[src/rtl/pipe_pkg.sv]
// Shared definitions for the pipeline stage registers.
//   pipe_state_t / ST_*  : occupancy of a stage (EMPTY, FULL = main valid, SKID = main + skid valid)
//   CTRL_*               : bit positions inside the control payload
//   PC_RST               : reset value used for the PC+4 data field
package pipe_pkg;

  typedef logic [1:0] pipe_state_t;

  localparam pipe_state_t ST_EMPTY = 2'd0;
  localparam pipe_state_t ST_FULL  = 2'd1;
  localparam pipe_state_t ST_SKID  = 2'd2;

  localparam int CTRL_WREG_EN = 0;
  localparam int CTRL_WMEM_EN = 1;
  localparam int CTRL_MEM2REG = 2;
  localparam int CTRL_ALU_IMM = 3;
  localparam int CTRL_SHIFT   = 4;
  localparam int CTRL_JAL     = 5;

  localparam logic [31:0] PC_RST = 32'h3000;

endpackage

[src/rtl/pipe_stage_reg_if.sv]
// Valid/ready payload bus between pipeline stages.
//   valid : producer has a transfer
//   ready : consumer accepts; transfer when valid & ready
//   ctrl  : control payload (CTRL_W)
//   data  : data payload (DATA_W)
// master = producer side, slave = consumer side.
interface pipe_stage_reg_if #(
  parameter int CTRL_W = 8,
  parameter int DATA_W = 32
);
  logic              valid;
  logic              ready;
  logic [CTRL_W-1:0] ctrl;
  logic [DATA_W-1:0] data;

  modport master (output valid, ctrl, data, input  ready);
  modport slave  (input  valid, ctrl, data, output ready);
endinterface

[src/rtl/pipe_skid_buf.sv]
// One-entry ctrl+data holding register with valid.
//   Clk, Reset     : clock, async active-high reset
//   ld             : capture d_ctrl/d_data, become valid
//   clr            : drop the entry (wins over ld)
//   d_ctrl, d_data : incoming payload
//   valid          : entry held
//   ctrl, data     : held payload; ctrl is 0 whenever valid is 0
module pipe_skid_buf #(
  parameter int CTRL_W = 8,
  parameter int DATA_W = 32
) (
  input  logic              Clk,
  input  logic              Reset,
  input  logic              ld,
  input  logic              clr,
  input  logic [CTRL_W-1:0] d_ctrl,
  input  logic [DATA_W-1:0] d_data,
  output logic              valid,
  output logic [CTRL_W-1:0] ctrl,
  output logic [DATA_W-1:0] data
);

  always_ff @(posedge Clk or posedge Reset) begin
    if (Reset) begin
      valid <= 1'b0;
      ctrl  <= '0;
      data  <= '0;
    end else if (clr) begin
      valid <= 1'b0;
      ctrl  <= '0;
    end else if (ld) begin
      valid <= 1'b1;
      ctrl  <= d_ctrl;
      data  <= d_data;
    end
  end

endmodule

[src/rtl/pipe_stage_reg.sv]
// Pipeline stage register (IF/ID, ID/EXE, EXE/MEM, MEM/WB) with valid/ready
// flow control, flush (bubble insertion) and a saturating stall counter.
//   Clk, Reset : clock (rising edge), async active-high reset
//   flush      : kill held and incoming contents at this edge
//   up         : upstream bus (slave): up.ready is in_ready
//   dn         : downstream bus (master): dn.ctrl is 0 whenever dn.valid is 0
//   stall_cnt  : saturating count of cycles with dn.valid & !dn.ready
// Build option PIPE_STAGE_SKID_EN: adds a skid entry so up.ready is a pure
// flop output (no combinational dn.ready -> up.ready path). Without it the
// stage is a single register with up.ready = !dn.valid | dn.ready.
// Output sequence is the same in both builds for the same accepted inputs.
module pipe_stage_reg
  import pipe_pkg::*;
#(
  parameter int                DATA_W   = 32,
  parameter int                CTRL_W   = 8,
  parameter logic [DATA_W-1:0] RST_DATA = '0,
  parameter int                CNT_W    = 16
) (
  input  logic             Clk,
  input  logic             Reset,
  input  logic             flush,
  pipe_stage_reg_if.slave  up,
  pipe_stage_reg_if.master dn,
  output logic [CNT_W-1:0] stall_cnt
);

  logic              main_valid;
  logic [CTRL_W-1:0] main_ctrl;
  logic [DATA_W-1:0] main_data;
  logic              in_xfer;
  pipe_state_t       state;
  // main register actions for this edge (flush handled separately)
  logic              ld_in, ld_skid, ld_bubble;
  logic              skid_valid;
  logic [CTRL_W-1:0] skid_ctrl;
  logic [DATA_W-1:0] skid_data;

  assign dn.valid = main_valid;
  assign dn.ctrl  = main_ctrl;
  assign dn.data  = main_data;
  assign in_xfer  = up.valid & up.ready;

`ifdef PIPE_STAGE_SKID_EN
  logic skid_ld, skid_clr;

  assign up.ready = !skid_valid;
  assign state    = skid_valid ? ST_SKID : (main_valid ? ST_FULL : ST_EMPTY);

  pipe_skid_buf #(.CTRL_W(CTRL_W), .DATA_W(DATA_W)) u_skid (
    .Clk    (Clk),
    .Reset  (Reset),
    .ld     (skid_ld),
    .clr    (skid_clr),
    .d_ctrl (up.ctrl),
    .d_data (up.data),
    .valid  (skid_valid),
    .ctrl   (skid_ctrl),
    .data   (skid_data)
  );

  always_comb begin
    ld_in     = 1'b0;
    ld_skid   = 1'b0;
    ld_bubble = 1'b0;
    skid_ld   = 1'b0;
    skid_clr  = flush;
    if (!flush) begin
      case (state)
        ST_EMPTY: ld_in = in_xfer;
        ST_FULL: begin
          // stalled with a new word arriving: park it behind main
          if (in_xfer && !dn.ready) skid_ld   = 1'b1;
          else if (in_xfer)         ld_in     = 1'b1;
          else if (dn.ready)        ld_bubble = 1'b1;
        end
        ST_SKID: begin
          if (dn.ready) begin
            ld_skid  = 1'b1;
            skid_clr = 1'b1;
          end
        end
        default: ;
      endcase
    end
  end
`else
  assign skid_valid = 1'b0;
  assign skid_ctrl  = '0;
  assign skid_data  = '0;
  assign up.ready   = !main_valid | dn.ready;
  assign state      = main_valid ? ST_FULL : ST_EMPTY;

  always_comb begin
    ld_in     = 1'b0;
    ld_skid   = skid_valid;
    ld_bubble = 1'b0;
    if (!flush) begin
      case (state)
        ST_EMPTY: ld_in = in_xfer;
        ST_FULL: begin
          if (in_xfer)       ld_in     = 1'b1;
          else if (dn.ready) ld_bubble = 1'b1;
        end
        default: ;
      endcase
    end
  end
`endif

  // data is held on a bubble; only ctrl is forced to zero
  always_ff @(posedge Clk or posedge Reset) begin
    if (Reset) begin
      main_valid <= 1'b0;
      main_ctrl  <= '0;
      main_data  <= RST_DATA;
    end else if (flush) begin
      main_valid <= 1'b0;
      main_ctrl  <= '0;
    end else if (ld_in) begin
      main_valid <= 1'b1;
      main_ctrl  <= up.ctrl;
      main_data  <= up.data;
    end else if (ld_skid) begin
      main_valid <= 1'b1;
      main_ctrl  <= skid_ctrl;
      main_data  <= skid_data;
    end else if (ld_bubble) begin
      main_valid <= 1'b0;
      main_ctrl  <= '0;
    end
  end

  // counts regardless of flush; only Reset clears it
  always_ff @(posedge Clk or posedge Reset) begin
    if (Reset)
      stall_cnt <= '0;
    else if (main_valid && !dn.ready && !(&stall_cnt))
      stall_cnt <= stall_cnt + CNT_W'(1);
  end

endmodule

[src/flat_wrapper.sv]
// flat-port wrapper written by rule: the top's interface ports become plain ports
module pipe_stage_reg_flat import pipe_pkg::*;
#(
  parameter int                DATA_W   = 32,
  parameter int                CTRL_W   = 8,
  parameter logic [DATA_W-1:0] RST_DATA = '0,
  parameter int                CNT_W    = 16
)
  (Clk, Reset, flush, stall_cnt, up_valid, up_ctrl, up_data, up_ready, dn_valid, dn_ctrl, dn_data, dn_ready);
  pipe_stage_reg_if #(.CTRL_W(CTRL_W), .DATA_W(DATA_W)) up_i ();
  pipe_stage_reg_if #(.CTRL_W(CTRL_W), .DATA_W(DATA_W)) dn_i ();
  input  logic Clk;
  input  logic Reset;
  input  logic flush;
  output logic [CNT_W-1:0] stall_cnt;
  input wire logic [$bits(up_i.valid)-1:0] up_valid;
  input wire logic [$bits(up_i.ctrl)-1:0] up_ctrl;
  input wire logic [$bits(up_i.data)-1:0] up_data;
  output wire logic [$bits(up_i.ready)-1:0] up_ready;
  output wire logic [$bits(dn_i.valid)-1:0] dn_valid;
  output wire logic [$bits(dn_i.ctrl)-1:0] dn_ctrl;
  output wire logic [$bits(dn_i.data)-1:0] dn_data;
  input wire logic [$bits(dn_i.ready)-1:0] dn_ready;
  assign up_i.valid = up_valid;
  assign up_i.ctrl = up_ctrl;
  assign up_i.data = up_data;
  assign up_ready = up_i.ready;
  assign dn_valid = dn_i.valid;
  assign dn_ctrl = dn_i.ctrl;
  assign dn_data = dn_i.data;
  assign dn_i.ready = dn_ready;
  pipe_stage_reg #(.DATA_W(DATA_W), .CTRL_W(CTRL_W), .RST_DATA(RST_DATA), .CNT_W(CNT_W)) u_core (.Clk(Clk), .Reset(Reset), .flush(flush), .up(up_i), .dn(dn_i), .stall_cnt(stall_cnt));
endmodule
[config.mk]
export PLATFORM = sky130hd
export DESIGN_NAME = pipe_stage_reg_flat
export DESIGN_NICKNAME = d
export VERILOG_FILES = /design/src/rtl/pipe_pkg.sv /design/src/rtl/pipe_stage_reg_if.sv /design/src/rtl/pipe_skid_buf.sv /design/src/rtl/pipe_stage_reg.sv /design/src/flat_wrapper.sv
export SDC_FILE = /design/constraint.sdc
export NUM_CORES = 1
export LEC_CHECK = 0
export ABC_AREA = 1
export CAP_MARGIN = 10
export CELL_PAD_IN_SITES_DETAIL_PLACEMENT = 1
export CELL_PAD_IN_SITES_GLOBAL_PLACEMENT = 2
export CORE_UTILIZATION = 26
export CTS_CLUSTER_DIAMETER = 50
export DETAILED_ROUTE_END_ITERATION = 10
export PLACE_DENSITY_LB_ADDON = 0.1
export RECOVER_POWER = 25
export SKIP_CTS_REPAIR_TIMING = 1
export SYNTH_ARGS = -nofsm -noshare
export SYNTH_HDL_FRONTEND = slang
export SYNTH_SLANG_ARGS = --single-unit
[constraint.sdc]
create_clock -name Clk -period 3.1 [get_ports Clk]
set_input_delay 0.31 -clock Clk [delete_from_list [all_inputs] [get_ports Clk]]
set_output_delay 0.31 -clock Clk [all_outputs]
set_load 0.05 [all_outputs]
After elaboration in Yosys (flattened, before gate mapping)
Index checks and enable logic that the tools add are counted.

cells by class
  add/subtract/negate cells = 1
  eq/ne operators = 1
  multiplexer cells = 14
  bitwise logic cells = 3
  reductions and logical operators = 9

operator list
  operator                                       number
  2-to-1 mux 8 bit                               3
  adder 16 x 1 -> 16 bit, second input constant  1
  AND reduction 16 bit                           1
  2-to-1 mux 1 bit                               10
  logical NOT 1 bit                              3
  nonzero test 3 bit                             1
  == test 2 x 1 -> 1 bit, second input constant  1
  logical AND 1 bit                              2
  logical NOT 2 bit                              1
  case mux 1 bit (2 select lines)                1
  AND reduction 2 bit                            1
  bitwise AND 1 bit                              1
  NOT 1 bit                                      1
  bitwise OR 1 bit                               1

word-level totals
  bits in registers = 57
  bits of input ports = 45
  logic and storage cells = 32

Depth between registers and ports, before layout
Gate-level depths: netlist of the first run.

  word-level depth = 9
  gate-level depth with buffers = 9
  gate-level depth less buffers = 8

Worst setup path after synthesis of the first run
OpenSTA, ideal clock, no wires.

  kind = register -> register
  from = register u_core.stall_cnt[1]
  to = register u_core.stall_cnt[12]
  library setup time = 0.120 ns
  arrival time = 1.562 ns
  data required time = 2.980 ns
  slack = 1.418 ns
  cell stages (with the launch flop) = 9
  period minus slack after synthesis = 1.682 ns
  cells stage by stage = dfrtp_1 -> ha_1 -> nand3_2 -> inv_1 -> nand2_1 -> nor2_1 -> nand3_1 -> o21ai_0 -> inv_1

on the way
  word-level cells in the longest chain between the ends = 3
  elaborated cells on any way between the ends = 4
  those cells by class = add/sub (1); reduce/logical (3)

ends and longest elaborated chain
  element                                                                         RTL line               source
  from (decl)                                                                     pipe_stage_reg.sv:25   output logic [CNT_W-1:0] stall_cnt
  from (signal assigned)                                                          pipe_stage_reg.sv:139  stall_cnt <= stall_cnt + CNT_W'(1);
  parallel branches: the longest is 3 deep, another holds adder 16 x 1 -> 16 bit  -

Several ways; the timed one is not identified.
A chain may end at the register's enable or synchronous reset.

Final worst setup path of the first run
  from = input dn_ready
  to = output up_ready

on the way
  word-level cells in the longest chain between the ends = 1

ends and longest elaborated chain
  element           RTL line              source
  from (decl)       flat_wrapper.sv:23    input wire logic [$bits(dn_i.ready)-1:0] dn_ready;
  bitwise OR 1 bit  pipe_stage_reg.sv:91  assign up.ready = !main_valid | dn.ready;
  to (decl)         flat_wrapper.sv:19    output wire logic [$bits(up_i.ready)-1:0] up_ready;

Every way passes these cells.

==> results of run 1 <==
[routing by layer]
| metal | vias up | track usage |
|---|---|---|
| li1 | 1202 | - |
| met1 | 1130 | 0.195 |
| met5 | - | 0 |
| met2 | 63 | 0.224 |
| met3 | 9 | 0.0583 |
| met4 | 0 | 0.0650 |
[registers in the layout, indices dropped and copies added (netlist names)]
| register | count |
|---|---|
| u_core.dn.valid | 1 |
| u_core.dn.ctrl | 8 |
| u_core.stall_cnt | 16 |
| u_core.dn.data | 32 |
[worst max-delay path: cells and delay by family]
kind | cells | cell delay [ns]
buffers and inverters | 3 | 1.44
and+or+nand+nor | 1 | 0.07
[cell usage after synthesis, drive strengths merged]
cell / n
nand3b: 3
xnor2: 2
nand2: 99
and2: 1
clkbuf: 1
nand4: 6
inv: 68
xor2: 2
o22ai: 8
dfrtp: 57
buf: 7
nand3: 9
nor2: 21
ha: 1
nor3: 1
o21ai: 38
clkinv: 1
[layout by cell type (no fill, tap or decap), drive strengths merged]
cell,n
nand4,6
and2,1
bufinv,1
nor2,21
dlygate4sd3,1
o21ai,38
xor2,2
dfrtp,57
clkbuf,12
clkinvlp,2
nor3,1
ha,1
nand3b,3
clkdlybuf4s50,101
xnor2,2
o22ai,8
clkinv,3
nand2,99
nand3,9
inv,68
[layout make-up]
class | count | area (µm²)
Sequential cell | 57 | 1430
Inverter | 69 | 262
Fill cell | 1224 | 5820
Tap cell | 133 | 166
Clock buffer | 11 | 141
Clock inverter | 5 | 55.1
Timing Repair Buffer | 103 | 1030
Multi-Input combinational cell | 191 | 921
[path summary, 6_finish.rpt]
kind	start	endpoint	slack, ns	cells after the start
max reg2reg	u_core.stall_cnt[0]	u_core.stall_cnt[2]	1.34	7
min	u_core.dn.data[2]	u_core.dn.data[2]	0.48	2
min in group asynchronous	Reset	u_core.dn.data[22]	0.71	2
max in group asynchronous	Reset	u_core.dn.data[1]	1.03	3
max	dn_ready	up_ready	0.98	4
min reg2reg	u_core.dn.data[2]	u_core.dn.data[2]	0.48	2
[through the flow]
stage          hold slack [ns]  instance area (µm²)  setup slack (ns)  power (µW)  std cells
4_1_cts                  0.417                 4010             0.962        2410        569
2_1_floorplan            0.422                 2660              1.39        1380        325
3_5_place_dp             0.476                 3820             0.946        1680        553
3_3_place_gp             0.465                 3820             0.969        1670        553
6_report                 0.484                 4000             0.975        2360        569
5_1_grt                  0.523                 4000             0.609        2500        569
[power breakdown]
group | switching (µW) | total (µW) | internal, µW
Combinational | 486 | 746 | 260
Clock | 313 | 704 | 391
Sequential | 75.2 | 910 | 835
[kinds of logic (layout without fill, tap and decap cells)]
| kind of cell | count (synthesis) | after routing | synth area share |
|---|---|---|---|
| and+or+nand+nor | 140 | 140 | 0.238 |
| AOI/OAI and AO/OA | 46 | 46 | 0.0905 |
| DFF | 57 | 57 | 0.537 |
| buffers and inverters | 77 | 188 | 0.116 |
| xor gates and xnor gates | 4 | 4 | 0.0132 |
| adders and majority gates | 1 | 1 | 0.00471 |
==> impl_metrics.yaml, run 1 <==
sta:
  clock_skew_ns: 0.00713
  fmax_mhz: 471
  setup_tns_ns: 0
  setup_viol: 0
  finalCritPeriodShare: 0.685
  slew_headroom: 0.253
  hold_viol_final: 0
  period_minus_slack_ns: 2.12
  rsz0062_at_grt: "false"
  worst_pin_slew_ns: 1.12
  slew_violations: 0
synthesis:
  ys_warn_count: 0
  synth_cells: 325
  syn-num-nets: 371
  synth_seq_cells: 57
  netlist_area_mm2: 0.00266
  ys_types: 27
  yosys.area.top_type: "dfrtp_1"
  yosysSeqAreaShare: 0.537
  synth_area_per_cell_um2: 8.17
  synth_top_area_share: 0.537
  yosys-top-cells-area: "dfrtp_1 (54%), nand2_1 (13%), inv_1 (9.3%), o21ai_0 (7.0%), nor2_1 (2.0%)"
final_layout:
  nets: 477
  n_antenna_cell: 0
  drive_above_1_share: 0.0734
  synthToLayoutAreaGrowth_pct: 50.6
  fin_util: 0.407
clock_network:
  cts_max_level: 3
  cts_sinks: 57
  max-clock-path-buffers: 2
  cts_buffers: 9
  cts_root_buffer: "clkbuf_8"
  clkLatencyLatePin_ns: 0.33
  path_clk_slew_ns: 0.06
  cts_tree: "done"
setup_path:
  critPathSlowestCell: "clkdlybuf4s50_1"
  crit_chain: "clkdlybuf4s50_1 -> nor2_4 -> inv_4 -> clkdlybuf4s50_1"
  required_ns: 2.79
  cp.arrival_ns: 1.81
  critPathMaxFanout: 5
  critPathCaptureType: "output pin"
  startpoint_type: "input port"
  cpPeakStageDelay_ns: 0.82
  critPathKind: "input port to output pin"
  crit_path_frequent_cell: "clkdlybuf4s50_1"
grt:
  overflow: 0
  grt_start_max_net_pins: 74
  grt.total_usage: 0.151
  grt_pass1_wl_um: 12100
  antenna_found_initial: 0
  grt_pass1_vias: 2440
power:
  p_leak_uw: 0.00192
  ir_drop_mv: 0.210
  power_density_mw_per_mm2: 590
die:
  rows: 36
  dieArea_mm2: 0.0106
  die_h_um: 103
  core_area_mm2: 0.00982
  initial_utilization: 0.270
  io_pins: 103
  die_w_um: 103
routing:
  wl_per_cell_um: 12.8
  viasPerCell: 4.22
  remaining_drc_errors: 0
  vias: 2404
  dr.first_iter.drc_count: 34
  dr.max_layer_used: "met4"
  dr.pass1.iters: 4
  ant_nets: 0
  dr_wl_met3_um: 575
  wl_met1_um: 3340
  wirelength_um: 7290
  route.met2.wl_um: 3280
placement:
  port_buffers: 102
  place_hpwl_um: 5220
  gp_congestion: 0.684
min_path:
  hp-class: "flop to flop"
job:
  maxCapViolCount: 0
outcome:
  status: "finished clean"
Note: power is estimated with default switching activity, not from simulation.
==> run 2: changes to the inputs <==
CORE_UTILIZATION = 22   (was 26)
clock period = 1.91 ns   (was 3.1 ns; I/O delays follow)
==> impl_metrics.yaml, run 2 (synthesis results as in run 1) <==
sta:
  worst_pin_slew_ns: 0.808
  slew_headroom: 0.461
  setup_viol: 0
  hold_viol_final: 0
  finalCritPeriodShare: 0.961
  rsz0062_at_grt: "false"
  period_minus_slack_ns: 1.84
  setup_tns_ns: 0
  slew_violations: 0
  fmax_mhz: 545
  clock_skew_ns: 0.00707
routing:
  ant_nets: 0
  viasPerCell: 4.09
  dr.pass1.iters: 7
  wirelength_um: 7660
  vias: 2390
  wl_per_cell_um: 13.1
  remaining_drc_errors: 1
  dr.first_iter.drc_count: 54
grt:
  antenna_found_initial: 0
  grt_pass1_wl_um: 12900
  grt.total_usage: 0.134
  grt_start_max_net_pins: 42
  grt_pass1_vias: 2596
  overflow: 0
final_layout:
  fillers: 1360
  synthToLayoutAreaGrowth_pct: 58.7
  largest_register: "u_core.dn.data"
  final_common_cell: "clkdlybuf4s50_1"
  fin_util: 0.364
  n_antenna_cell: 0
  biggestRegsByFlops: "u_core.dn.data: 32 flops, u_core.stall_cnt: 16 flops, u_core.dn.ctrl: 8 flops"
  nets: 483
  final_cell_mix: "clkdlybuf4s50_1 (96), nand2_1 (94), inv_1 (66)"
  drive_above_1_share: 0.0816
  largest_register_ffs: 32
setup_path:
  cp.arrival_ns: 1.64
  critPathMaxFanout: 6
  reg2reg_from: "u_core.stall_cnt[0]"
  cpPeakStageDelay_ns: 0.85
  critPathSlowestCell: "clkdlybuf4s50_1"
  startpoint_type: "flop"
  required_ns: 1.72
  reg2regPathDepth: 8
  crit_chain: "clkdlybuf4s50_1"
  timing.rr.end: "u_core.stall_cnt[6]"
  path_delay_family: "buffers and inverters"
  critPathKind: "flop to output pin"
  r2r_slack_ns: 0.27
  critPathCaptureType: "output pin"
  critPathBufInv: 1
job:
  maxCapViolCount: 0
die:
  initial_utilization: 0.230
  die_h_um: 112
  core_area_mm2: 0.0116
  io_pins: 103
  die_w_um: 112
  rows: 39
  dieArea_mm2: 0.0125
placement:
  port_buffers: 102
  gp_congestion: 0.707
  place_hpwl_um: 5670
power:
  pwr-share-seq: 0.326
  p_leak_uw: 0.00206
  p_comb_frac: 0.271
  power_frac_clock: 0.403
  intPower_uw: 3060
  power_density_mw_per_mm2: 1080
  total_power_uw: 4540
  ir_drop_mv: 0.394
  p_sw_frac: 0.325
  p_switching_uw: 1480
clock_network:
  cts_sinks: 57
  max-clock-path-buffers: 2
  cts_root_buffer: "clkbuf_16"
  cts_buffers: 9
  cts_tree: "done"
  clkLatencyLatePin_ns: 0.33
  path_clk_slew_ns: 0.06
  cts_max_level: 3
outcome:
  status: "complete, but fails checks"
  failed_checks: "design-rule violations"
min_path:
  hp-class: "input port to asynchronous set/reset pin"
-- run 2: changes by cell type in the layout (fill, tap and decap cells not counted), sizes merged --
cell           before  now
buf                 0    7
bufinv              1    3
clkbuf             12   15
clkdlybuf4s50     101   96
clkinv              3    1
clkinvlp            2    0
dlymetal6s2s        0    2
-- run 2: area by class of cell --
cell class | count | area [µm²] | share of cell area
clock buffers | 12 | 236 | 0.0561
clock inverters | 3 | 90.1 | 0.0214
inverters | 69 | 262 | 0.0621
multi-input cells | 191 | 921 | 0.219
flip-flops and latches | 57 | 1430 | 0.339
well taps | 143 | 179 | 0.0425
repair buffers | 109 | 1100 | 0.261
-- run 2: how the worst max path moves through the flow --
stage | start | endpoint | slack, ns | cells after the start
6_report | u_core.stall_cnt[3] | stall_cnt[3] | 0.07 | 1
5_1_grt | u_core.stall_cnt[3] | stall_cnt[3] | 0.02 | 1
4_1_cts | u_core.stall_cnt[7] | stall_cnt[7] | 0.02 | 1
3_5_place_dp | u_core.stall_cnt[0] | u_core.stall_cnt[1] | 0.21 | 8
3_3_place_gp | u_core.stall_cnt[0] | u_core.stall_cnt[6] | 0.26 | 8
2_1_floorplan | u_core.stall_cnt[1] | u_core.stall_cnt[12] | 0.23 | 8
-- run 2: stage by stage --
stage / worst slack (ns) / hold slack (ns) / instances / cell area (µm²)
3_5_place_dp: 0.214 / 0.477 / 569 / 3900
2_1_floorplan: 0.228 / 0.303 / 325 / 2660
6_report: 0.0747 / 0.291 / 584 / 4210
4_1_cts: 0.0182 / 0.119 / 584 / 4230
5_1_grt: 0.0173 / 0.323 / 584 / 4210
3_3_place_gp: 0.262 / 0.464 / 569 / 3900
-- run 2: layer usage --
layer,part of all wire,vias to the layer above,GRT usage
li1,-,1215,-
met1,0.43,1102,0.148
met2,0.48,61,0.225
met3,0.077,12,0.0599
met4,0.017,0,0.0541
met5,0,-,0
-- run 2: power groups by stage --
stage	clock (µW)	combinational, µW	sequential [µW]
detailed placement	0	1260	1500
finish	1830	1230	1480
global route	1930	1320	1500
floorplan	0	234	2010
global placement	0	1250	1500
CTS	1880	1260	1490
